$ cat config.mk
export PLATFORM = sky130hd
export DESIGN_NAME = ws2812_frame_sched
export DESIGN_NICKNAME = d
export VERILOG_FILES = /design/src/rtl/ws2812_pkg.sv /design/src/rtl/ws2812_pixel_ram.sv /design/src/rtl/ws2812_frame_sched.sv
export SDC_FILE = /design/constraint.sdc
export NUM_CORES = 1
export LEC_CHECK = 0
export ABC_AREA = 1
export CAP_MARGIN = 20
export CELL_PAD_IN_SITES_DETAIL_PLACEMENT = 0
export CELL_PAD_IN_SITES_GLOBAL_PLACEMENT = 1
export CORE_ASPECT_RATIO = 0.8
export CORE_UTILIZATION = 49
export CTS_CLUSTER_SIZE = 25
export DETAILED_ROUTE_END_ITERATION = 16
export GPL_ROUTABILITY_DRIVEN = 0
export PLACE_DENSITY = 0.83
export RECOVER_POWER = 50
export REMOVE_ABC_BUFFERS = 1
export SLEW_MARGIN = 20
export SYNTH_ARGS = -nofsm -noshare
export SYNTH_HDL_FRONTEND = slang
export SYNTH_SLANG_ARGS = --single-unit
$ cat constraint.sdc
create_clock -name clk_i -period 7 [get_ports clk_i]
set_input_delay 0.7 -clock clk_i [delete_from_list [all_inputs] [get_ports clk_i]]
set_output_delay 0.7 -clock clk_i [all_outputs]
set_load 0.02 [all_outputs]
$ cat src/rtl/ws2812_pkg.sv
// Shared definitions for the ws2812 frame scheduler and serial driver:
// FSM encoding, pixel field layout, driver timing and brightness scaling.
package ws2812_pkg;

    typedef enum logic [1:0] {
        IDLE      = 2'd0,
        KICK      = 2'd1,
        WAIT_BUSY = 2'd2,
        STREAM    = 2'd3
    } state_t;

    localparam int PIXEL_W = 24;
    localparam int R_LSB   = 16;
    localparam int G_LSB   = 8;
    localparam int B_LSB   = 0;

    // Driver bit period (1.25 us) and latch interval (80 us) at 50 MHz.
    localparam int CYCLE_COUNT = 62;
    localparam int RESET_COUNT = 4000;

    // (c * (b + 1)) >> 8: b = 255 is identity, b = 0 blanks every channel.
    function automatic logic [7:0] scale8(input logic [7:0] c, input logic [7:0] b);
        logic [15:0] prod;
        prod = {8'd0, c} * ({8'd0, b} + 16'd1);
        return prod[15:8];
    endfunction

endpackage

$ cat src/rtl/ws2812_pixel_ram.sv
// Two-bank pixel store: one write port, one registered read port.
// The bank bit is the address MSB so each bank is a contiguous half.
module ws2812_pixel_ram
    import ws2812_pkg::*;
#(
    parameter int NUM_LEDS = 8,
    parameter int ADDR_W   = 3
) (
    input  logic               clk,
    input  logic               rst_n,
    input  logic               wr_en,
    input  logic               wr_bank,
    input  logic [ADDR_W-1:0]  wr_addr,
    input  logic [PIXEL_W-1:0] wr_data,
    input  logic               rd_en,
    input  logic               rd_bank,
    input  logic [ADDR_W-1:0]  rd_addr,
    output logic [PIXEL_W-1:0] rd_data
);

    localparam int DEPTH = 2 ** (ADDR_W + 1);

    logic [PIXEL_W-1:0] mem [DEPTH];
    logic               wr_ok;

    assign wr_ok = wr_en && (int'(wr_addr) < NUM_LEDS);

    always_ff @(posedge clk) begin
        if (wr_ok) mem[{wr_bank, wr_addr}] <= wr_data;
    end

    // Holds between requests so the driver may sample late.
    always_ff @(posedge clk or negedge rst_n) begin
        if (!rst_n)     rd_data <= '0;
        else if (rd_en) rd_data <= mem[{rd_bank, rd_addr}];
    end

endmodule

$ cat src/rtl/ws2812_frame_sched.sv
// Frame scheduler: swaps pixel banks on commit, resends periodically,
// kicks the serial driver and feeds it brightness-scaled RGB.
module ws2812_frame_sched
    import ws2812_pkg::*;
#(
    parameter int  NUM_LEDS     = 8,
    parameter int  SYSTEM_CLOCK = 50_000_000,
    parameter int  REFRESH_HZ   = 60,
    localparam int ADDR_W       = $clog2(NUM_LEDS)
) (
    input  logic              clk_i,
    input  logic              reset_ni,
    input  logic              wr_en_i,
    input  logic [ADDR_W-1:0] wr_addr_i,
    input  logic [23:0]       wr_data_i,
    input  logic              commit_i,
    input  logic              refresh_en_i,
    input  logic [7:0]        brightness_i,
    input  logic [ADDR_W-1:0] led_count_i,
    output logic              front_bank_o,
    output logic              pending_o,
    output logic              frame_done_o,
    output logic              drv_start_o,
    input  logic              drv_busy_i,
    input  logic              drv_data_request_i,
    input  logic [ADDR_W-1:0] drv_address_i,
    output logic [7:0]        drv_red_o,
    output logic [7:0]        drv_green_o,
    output logic [7:0]        drv_blue_o,
    output logic [ADDR_W-1:0] drv_led_count_o
);

    localparam int REFRESH_CYCLES = SYSTEM_CLOCK / REFRESH_HZ;
    localparam int TW = (REFRESH_CYCLES > 1) ? $clog2(REFRESH_CYCLES) : 1;

    state_t              state, state_nxt;
    logic                front_bank;
    logic                commit_pend, refresh_pend;
    logic [TW-1:0]       timer;
    logic                wrap;
    logic                go;
    logic [ADDR_W-1:0]   led_count;
    logic [PIXEL_W-1:0]  pix;

    assign pending_o = commit_pend | refresh_pend;
    assign go        = (state == IDLE) && pending_o && !drv_busy_i;
    assign wrap      = (timer == TW'(REFRESH_CYCLES - 1));

    ws2812_pixel_ram #(
        .NUM_LEDS (NUM_LEDS),
        .ADDR_W   (ADDR_W)
    ) u_ram (
        .clk     (clk_i),
        .rst_n   (reset_ni),
        .wr_en   (wr_en_i),
        .wr_bank (~front_bank),
        .wr_addr (wr_addr_i),
        .wr_data (wr_data_i),
        .rd_en   (drv_data_request_i),
        .rd_bank (front_bank),
        .rd_addr (drv_address_i),
        .rd_data (pix)
    );

    always_ff @(posedge clk_i or negedge reset_ni) begin
        if (!reset_ni) state <= IDLE;
        else           state <= state_nxt;
    end

    always_comb begin
        state_nxt = state;
        unique case (state)
            IDLE:      if (go)          state_nxt = KICK;
            KICK:                       state_nxt = WAIT_BUSY;
            WAIT_BUSY: if (drv_busy_i)  state_nxt = STREAM;
            STREAM:    if (!drv_busy_i) state_nxt = IDLE;
            default:                    state_nxt = IDLE;
        endcase
    end

    always_comb begin
        drv_start_o  = (state == KICK);
        frame_done_o = (state == STREAM) && !drv_busy_i;
    end

    // New events win over the clear on frame start, so nothing is lost.
    always_ff @(posedge clk_i or negedge reset_ni) begin
        if (!reset_ni) begin
            front_bank   <= 1'b0;
            commit_pend  <= 1'b0;
            refresh_pend <= 1'b0;
            led_count    <= '0;
        end else begin
            if (go) begin
                if (commit_pend) front_bank <= ~front_bank;
                led_count <= led_count_i;
            end
            commit_pend  <= commit_i | (commit_pend & ~go);
            refresh_pend <= (wrap & refresh_en_i) | (refresh_pend & ~go);
        end
    end

    // Free-running; a commit does not realign the refresh phase.
    always_ff @(posedge clk_i or negedge reset_ni) begin
        if (!reset_ni)  timer <= '0;
        else if (wrap)  timer <= '0;
        else            timer <= timer + TW'(1);
    end

    assign front_bank_o    = front_bank;
    assign drv_led_count_o = led_count;
    assign drv_red_o       = scale8(pix[R_LSB +: 8], brightness_i);
    assign drv_green_o     = scale8(pix[G_LSB +: 8], brightness_i);
    assign drv_blue_o      = scale8(pix[B_LSB +: 8], brightness_i);

endmodule

==> results of run 1 <==
==> critical path, delay by kind of cell <==
family / cells / cell delay [ps]
adders and majority gates: 6 / 2490
xor gates and xnor gates: 2 / 340
and+or+nand+nor: 4 / 450
buffers and inverters: 6 / 1490
AOI/OAI and AO/OA: 3 / 560
==> area by class of cell <==
| type | count | share of cell area [%] |
|---|---|---|
| Clock buffer | 49 | 4.00 |
| Clock inverter | 20 | 0.433 |
| Inverter | 292 | 4.02 |
| Multi-Input combinational cell | 1775 | 38.0 |
| Sequential cell | 436 | 46.7 |
| Tap cell | 675 | 3.08 |
| Timing Repair Buffer | 106 | 3.74 |
==> synth_stat cells, types with 3 or more instances <==
cell type	number	share of area (%)
o21ai_0	16	0.32
nand2_1	852	13
buf_1	7	0.11
o21a_1	4	0.12
buf_4	4	0.12
nor4_1	5	0.13
buf_2	54	1.1
nor3_1	8	0.16
fa_1	120	9.7
nor2_1	233	3.5
nand2_2	7	0.18
nand4_1	5	0.13
dfrtp_1	52	5.3
xnor2_1	7	0.25
xor2_1	18	0.64
ha_1	104	5.3
clkbuf_1	31	0.47
inv_2	3	0.046
a21oi_1	36	0.73
inv_1	287	4.4
nand3_1	334	6.8
edfxtp_1	384	47
nor2_2	12	0.30
o21bai_1	4	0.12
==> placed cells by master (no fill, tap or decap), types with 5 or more instances in the layout <==
cell             netlist  routed
buf_4                  4      26
nand2_1              852     852
inv_1                287     285
dfrtp_1               52      52
nor2_2                12      12
clkdlybuf4s50_1        0      38
clkbuf_1              31       7
clkinv_1               1      13
a21oi_1               36      35
dlymetal6s2s_1         0      11
o21ai_0               16      14
nor2_4                 0      16
clkbuf_16              0      43
xor2_1                18      17
ha_1                 104     104
nor2_1               233     217
dlygate4sd3_1          0      24
xnor2_1                7       7
clkinv_2               0       6
nand4_1                5       5
fa_1                 120     120
nor3_1                 8       8
edfxtp_1             384     384
nand3_1              334     334
nand2_2                7       7
==> path summary, 6_finish.rpt <==
kind / end / cells past startpoint / start / slack (ps)
worst min register to register: refresh_pend / 2 / refresh_pend / 470
min in group asynchronous: timer[10] / 2 / reset_ni / 1160
max in group asynchronous: u_ram.rd_data[5] / 2 / reset_ni / 4170
worst max-delay path: drv_blue_o[2] / 21 / brightness_i[1] / 260
worst max register to register: u_ram.mem[5][16] / 3 / front_bank_o / 4320
worst min-delay path: refresh_pend / 2 / refresh_pend / 470
==> power groups by stage <==
stage | sequential, mW | combinational [mW] | clock [mW]
final | 3.08 | 5.97 | 2.07
after global routing | 3.09 | 6.86 | 2.21
after CTS | 3.08 | 6.00 | 2.10
after detailed placement | 3.13 | 5.94 | 0
after global placement | 3.13 | 5.92 | 0
after floorplan | 3.12 | 3.96 | 0
==> sequential cells by signal (all words and copies together), names as in the netlist <==
register         count
refresh_pend         1
u_ram.rd_data       24
drv_led_count_o      3
timer               20
state                2
front_bank_o         1
commit_pend          1
u_ram.mem          384
==> through the flow <==
| stage | utilization [%] | area (um^2) | setup slack (ps) | hold slack, ps |
|---|---|---|---|---|
| floorplan | - | 24200 | 1010 | 404 |
| global placement | 52.7 | 26200 | 137 | 466 |
| detailed placement | 52.7 | 26200 | 0.366 | 467 |
| CTS | 55.2 | 27400 | 162 | 281 |
| global route | 55.3 | 27500 | -15.3 | 510 |
| finish | 55.3 | 27500 | 262 | 474 |
==> cells by family (layout without fill, tap and decap cells) <==
kind of cell | Yosys count | after routing
xor gates and xnor gates | 25 | 25
DFF | 436 | 436
AOI/OAI and AO/OA | 64 | 64
adders and majority gates | 224 | 224
and+or+nand+nor | 1462 | 1462
buffers and inverters | 391 | 467
==> per-layer routing <==
| metal | track usage (%) | wire length, um | up-vias |
|---|---|---|---|
| li1 | - | - | 8505 |
| met1 | 33.5 | 26500 | 8508 |
| met2 | 38.8 | 27300 | 530 |
| met3 | 3.31 | 3650 | 103 |
| met4 | 5.82 | 1230 | 4 |
| met5 | 0 | 28 | - |
==> results by group, run 1 <==
Run status
  – Status: finished, violations left
  – Failing checks: max-capacitance violations, max-slew violations

Final layout
  – Total Nets Final: a little under 3,000
  – Area grow syn2layout: 11.1%
  – Post-Layout Cell Count: 3,353
  – Fillers: around 4,400
  – Share of cells above drive strength 1: under 10%
  – Diodes inserted: 0
  – FF+latch area: 12,800 um^2
  – Multi-input logic area: between 10,000 and 15,000 um^2

Pwr
  – Clock Power Share: 18.6%
  – Internal Pwr Total: 6.44 mW
  – Switch share: between 40 and 50%
  – Peak supply drop: roughly 0.00034 V
  – Leakage: between 10 and 15 nW
  – Pwr Total: 11.1 mW
  – PD cells: between 400 and 500 nW/um^2
  – Power share of the combinational group: between 50 and 60%
  – NetSw: 4.69 mW
  – Sequential power share: ~28%

STA
  – Least-Margin Pin Slew: 2880 ps
  – Final Max Slew Viols: 53
  – Period minus WS final: about 6700 ps
  – F_max: approximately 150 MHz
  – Worst Clk Skew: about 15 ps
  – Hold Vio Cnt, Final: 0
  – Setup Viol. Count Final: 0
  – Period Utilization, post-route: between 90% and 100%
  – Setup_tns: 0 ps
  – Slew headroom: -92.3%

Setup path
  – CP endpoint kind: output port
  – Critical path required time: 6300 ps
  – Critical path peak fanout: 13
  – Critical path startpoint category: input port
  – Slowest-stage cell, CP: clkdlybuf4s50_1
  – CP most frequent cell: fa_1
  – Crit path kind: input port to output port
  – Critical Path, Cell by Cell: clkdlybuf4s50_1, ha_1, nand2_1, nor2_2, inv_2, nor2_2, xor2_2, buf_6, nor2_1, fa_1, fa_1, fa_1, inv_1, fa_1, inv_1, ha_1, a21oi_1, o21ai_0, a21oi_1, xnor2_1, clkdlybuf4s50_1
  – Max stage delay on crit path: between 600 and 700 ps
  – Arr. time, crit path: 6040 ps

Route
  – Routed len/inst: 17.5 um
  – Post-Route WL: 58.7 mm
  – Vias per Instance: roughly 5.3
  – ANT nets after route: 0
  – Total number of vias: between 15,000 and 20,000
  – Iteration-0 DRC Markers: ~1,700
  – Drt pass-1 iters: 6
  – Residual DRC: 0

Floorplan
  – Die Y-Extent: a little over 200 um
  – # IOs: 79
  – Die X: about 250 um
  – Core Box Area: around 50,000 um^2
  – Row count: 73
  – Die area: about 51,000 um^2
  – Initial Utilization: between 40% and 50%

Logic synthesis
  – Main combinational cell family by area after synthesis: simple AND/OR/NAND/NOR gates
  – EDFF count, synth: between 300 and 400
  – Multiplexer area fraction after synthesis: 0%
  – Post-Synth Simple-Gate Area: 24.3%
  – Post-Syn Instances: around 2,600
  – FF+latch count, synth: 436
  – Syn Std Cell Area: about 25,000 um^2
  – Compound-Gate Fraction of Synth Area: under 10%
  – Ys Warns: 0
  – Sequential fraction of the synthesis area: about half
  – Distinct cell type count after synthesis: 36
  – Post-Synthesis Mean Instance Area: between 9 and 10 um^2
  – Post-synth ARST share: a little under an eighth
  – Top_reg_cell synth: edfxtp_1
  – XOR/XNOR Fraction of Synth Area: less than 1%
  – Adder-cell area share of the yosys netlist: about 15%

Clock tree
  – Hold-fix buffers at CTS: 0
  – Clk Latency, worst-skew pair: around 550 ps
  – CTS root buffer: clkbuf_16
  – Maximum clock insertion buffer count: 3
  – Post_cts resized: 1
  – Clock-pin slew of the registers on the worst-case setup and hold paths: ~60 ps
  – CTS buffer count: between 40 and 50
  – CTS sink cnt: between 400 and 500
  – CTS H-tree depth: 2
  – Post-CTS Setup Bufs: 0
  – CTS tree: built

Global routing
  – Number of global-route vias before repair: 17,700
  – GRT Resource Usage Total: between 20% and 30%
  – Remaining global-route overflow: 0
  – Pin count of the biggest net entering global routing: between 100 and 150
  – Initial antenna violation count: 4
  – First-pass GRT wire length: roughly 95 mm

Placement
  – Post-DP HPWL: between 30 and 40 mm
  – Port bufs: 78
  – Post-Place Cells: between 3,000 and 4,000

Job
  – Maxcap violations: 1

Min path
  – Hold crit path type: flop to flop
No activity file was read; power rests on OpenSTA's default activity.
==> run 2: changes to the inputs <==
- MAX_ROUTING_LAYER: not set -> met4
- RECOVER_POWER: 50 -> not set
==> results by group, run 2 (synthesis gave the netlist of run 1 again) <==
Run status
  – Status: finished, final reports clean

Global routing
  – Number of global-route vias before repair: 17,700 (+0.11%)
  – Pin count of the biggest net entering global routing: 101 (unchanged)
  – Initial antenna violation count: 2 (-2)
  – First-pass GRT wire length: 94.9 mm (about the same)
  – GRT Resource Usage Total: 24.5% (+0.72 points)
  – Remaining global-route overflow: 0 (unchanged)

Setup path
  – Crit path max-delay family: adder cells
  – CP most frequent cell: fa_1
  – Crit path kind: input port to output port
  – Buf+Inv Stages, Crit Path: 6 (unchanged)
  – Arr. time, crit path: 6040 ps (about the same)
  – CP endpoint kind: output port
  – Critical Path, Cell by Cell: clkdlybuf4s50_1, ha_1, nand2_1, nor2_2, inv_2, nor2_2, xor2_2, buf_6, nor2_1, fa_1, fa_1, fa_1, inv_1, fa_1, inv_1, ha_1, a21oi_1, o21ai_0, a21oi_1, xnor2_1, clkdlybuf4s50_1
  – Slowest-stage cell, CP: clkdlybuf4s50_1
  – Max stage delay on crit path: 620 ps (about the same)
  – Critical path peak fanout: 13 (unchanged)
  – Critical path required time: 6300 ps (about the same)
  – Critical path startpoint category: input port

Final layout
  – Fillers: 4,346 (-0.092%)
  – Post-Layout Cell Count: 3,355 (+0.060%)
  – Area grow syn2layout: 11.2% (about the same)
  – FF+latch area: 12,800 um^2 (unchanged)
  – Max reg flops: 384 (unchanged)
  – Share of cells above drive strength 1: 4.97% (+0.037 points)
  – Most flop-heavy register: u_ram.mem
  – Total Nets Final: 2,924 (unchanged)
  – Commonest non-fill, non-tap cell in the layout: nand2_1
  – Commonest non-fill, non-tap cells in the layout: nand2_1 (852), edfxtp_1 (384), nand3_1 (334)
  – Multi-input logic area: 10,400 um^2 (unchanged)
  – Top Registers: u_ram.mem x384, u_ram.rd_data x24, timer x20

Route
  – Drt pass-1 iters: 5 (-1)
  – DRT met1 WL: 26.9 mm (+1.5%)
  – ANT nets after route: 0 (unchanged)
  – Total number of vias: 17,600 (-0.091%)
  – Routed len/inst: 17.5 um (about the same)
  – Uppermost routed layer: met4
  – Post-Route WL: 58.7 mm (about the same)
  – Routed wl met2: 27.4 mm (+0.39%)
  – Met3 Wirelength: 3.41 mm (-6.7%)
  – Iteration-0 DRC Markers: 1,584 (-6.2%)
  – Vias per Instance: 5.26 (-0.15%)
  – Residual DRC: 0 (unchanged)

Pwr
  – Switch share: 42.1% (about the same)
  – PD cells: 405 nW/um^2 (about the same)
  – Peak supply drop: 0.000339 V (about the same)
  – Internal Pwr Total: 6.44 mW (about the same)
  – Leakage: 12.2 nW (about the same)
  – NetSw: 4.69 mW (about the same)
  – Pwr Total: 11.1 mW (about the same)
  – Clock Power Share: 18.7% (about the same)
  – Sequential power share: 27.7% (about the same)
  – Power share of the combinational group: 53.7% (about the same)

Clock tree
  – Post-CTS Setup Bufs: 0 (unchanged)
  – CTS buffer count: 41 (unchanged)
  – CTS tree: built
  – CTS sink cnt: 436 (unchanged)
  – CTS H-tree depth: 2 (unchanged)
  – Maximum clock insertion buffer count: 3 (unchanged)
  – Clk Latency, worst-skew pair: 550 ps (about the same)
  – CTS root buffer: clkbuf_16
  – Clock-pin slew of the registers on the worst-case setup and hold paths: 60 ps (about the same)

Placement
  – Port bufs: 78 (unchanged)
  – Dpl ws: 0.366 ps (unchanged)
  – Post-DP HPWL: 36.5 mm (unchanged)
  – Post-Place Cells: 3,284 (unchanged)

STA
  – F_max: 148 MHz (about the same)
  – Slew headroom: 24.3% (+120 points)
  – Worst Clk Skew: 15.0 ps (-0.101 ps)
  – Setup Viol. Count Final: 0 (unchanged)
  – Hold Vio Cnt, Final: 0 (unchanged)
  – Least-Margin Pin Slew: 1130 ps (-1750 ps)
  – Period Utilization, post-route: 96.2% (about the same)
  – Final Max Slew Viols: 0 (-100%)
  – Period minus WS final: 6740 ps (-2.58 ps)
  – Final worst-path setup slack: 265 ps (+2.58 ps)

Floorplan
  – Die X: 253 um (unchanged)
  – Die Y-Extent: 203 um (unchanged)
  – # IOs: 79 (unchanged)
  – Row count: 73 (unchanged)
  – Initial Utilization: 49.7% (unchanged)
  – Die area: 51,300 um^2 (unchanged)
  – Core Box Area: 49,700 um^2 (unchanged)

Min path
  – Hold crit path type: input port to async pin

Job
  – Maxcap violations: 0 (-1)
run 2: layout make-up:
type,count,share of cell area (%)
inverter,292,4.02
multi-input combinational,1775,38.0
sequential,436,46.7
timing repair buffer,106,3.75
clock buffer,49,4.00
clock inverter,20,0.433
tap,675,3.07
antenna,2,0.0182
run 2: what timing repair did:
| item | CTS | global route |
|---|---|---|
| setup endpoints to repair | 1 | 18 |
| pin swaps | 0 | 0 |
| gates resized for setup | 1 | 18 |
| hold buffers | 0 | 0 |
run 2: worst reg2reg max path, stage by stage (launching register included):
cell and delay, ps:
dfrtp_1 350, buf_4 470, nand3_1 480, nor2_4 980
run 2: path summary, 6_finish.rpt:
kind                                  from  cells after the start  slack (ps)               end
max                        brightness_i[1]                     21         260     drv_blue_o[2]
min                               reset_ni                      2         250         timer[10]
max reg2reg                   front_bank_o                      3        4320  u_ram.mem[7][21]
min reg2reg                   refresh_pend                      2         470      refresh_pend
max in group asynchronous         reset_ni                      2        6250  u_ram.rd_data[5]
min in group clk_i            refresh_pend                      2         470      refresh_pend
run 2: per-layer routing:
metal / vias to the layer above / track usage, %
met1: 8529 / 33.7
li1: 8512 / -
met2: 520 / 38.8
met5: - / -
met3: 73 / 3.09
met4: 0 / 5.80
run 2: power by group through the flow:
stage	Combinational [mW]	Clock [mW]	Sequential [mW]
after floorplan	3.96	0	3.12
after global placement	5.92	0	3.13
after detailed placement	5.94	0	3.13
after CTS	6.00	2.10	3.08
after global routing	6.86	2.21	3.09
final	5.97	2.08	3.08
run 2: metrics by stage:
stage               hold slack [ps]  utilization, %  instance area, um^2  TNS, ps
floorplan                       404               -                24200        0
global placement                466            52.7                26200        0
detailed placement              467            52.7                26200        0
CTS                             281            55.2                27400        0
global route                    323            55.3                27500    -41.0
finish                          253            55.3                27500        0
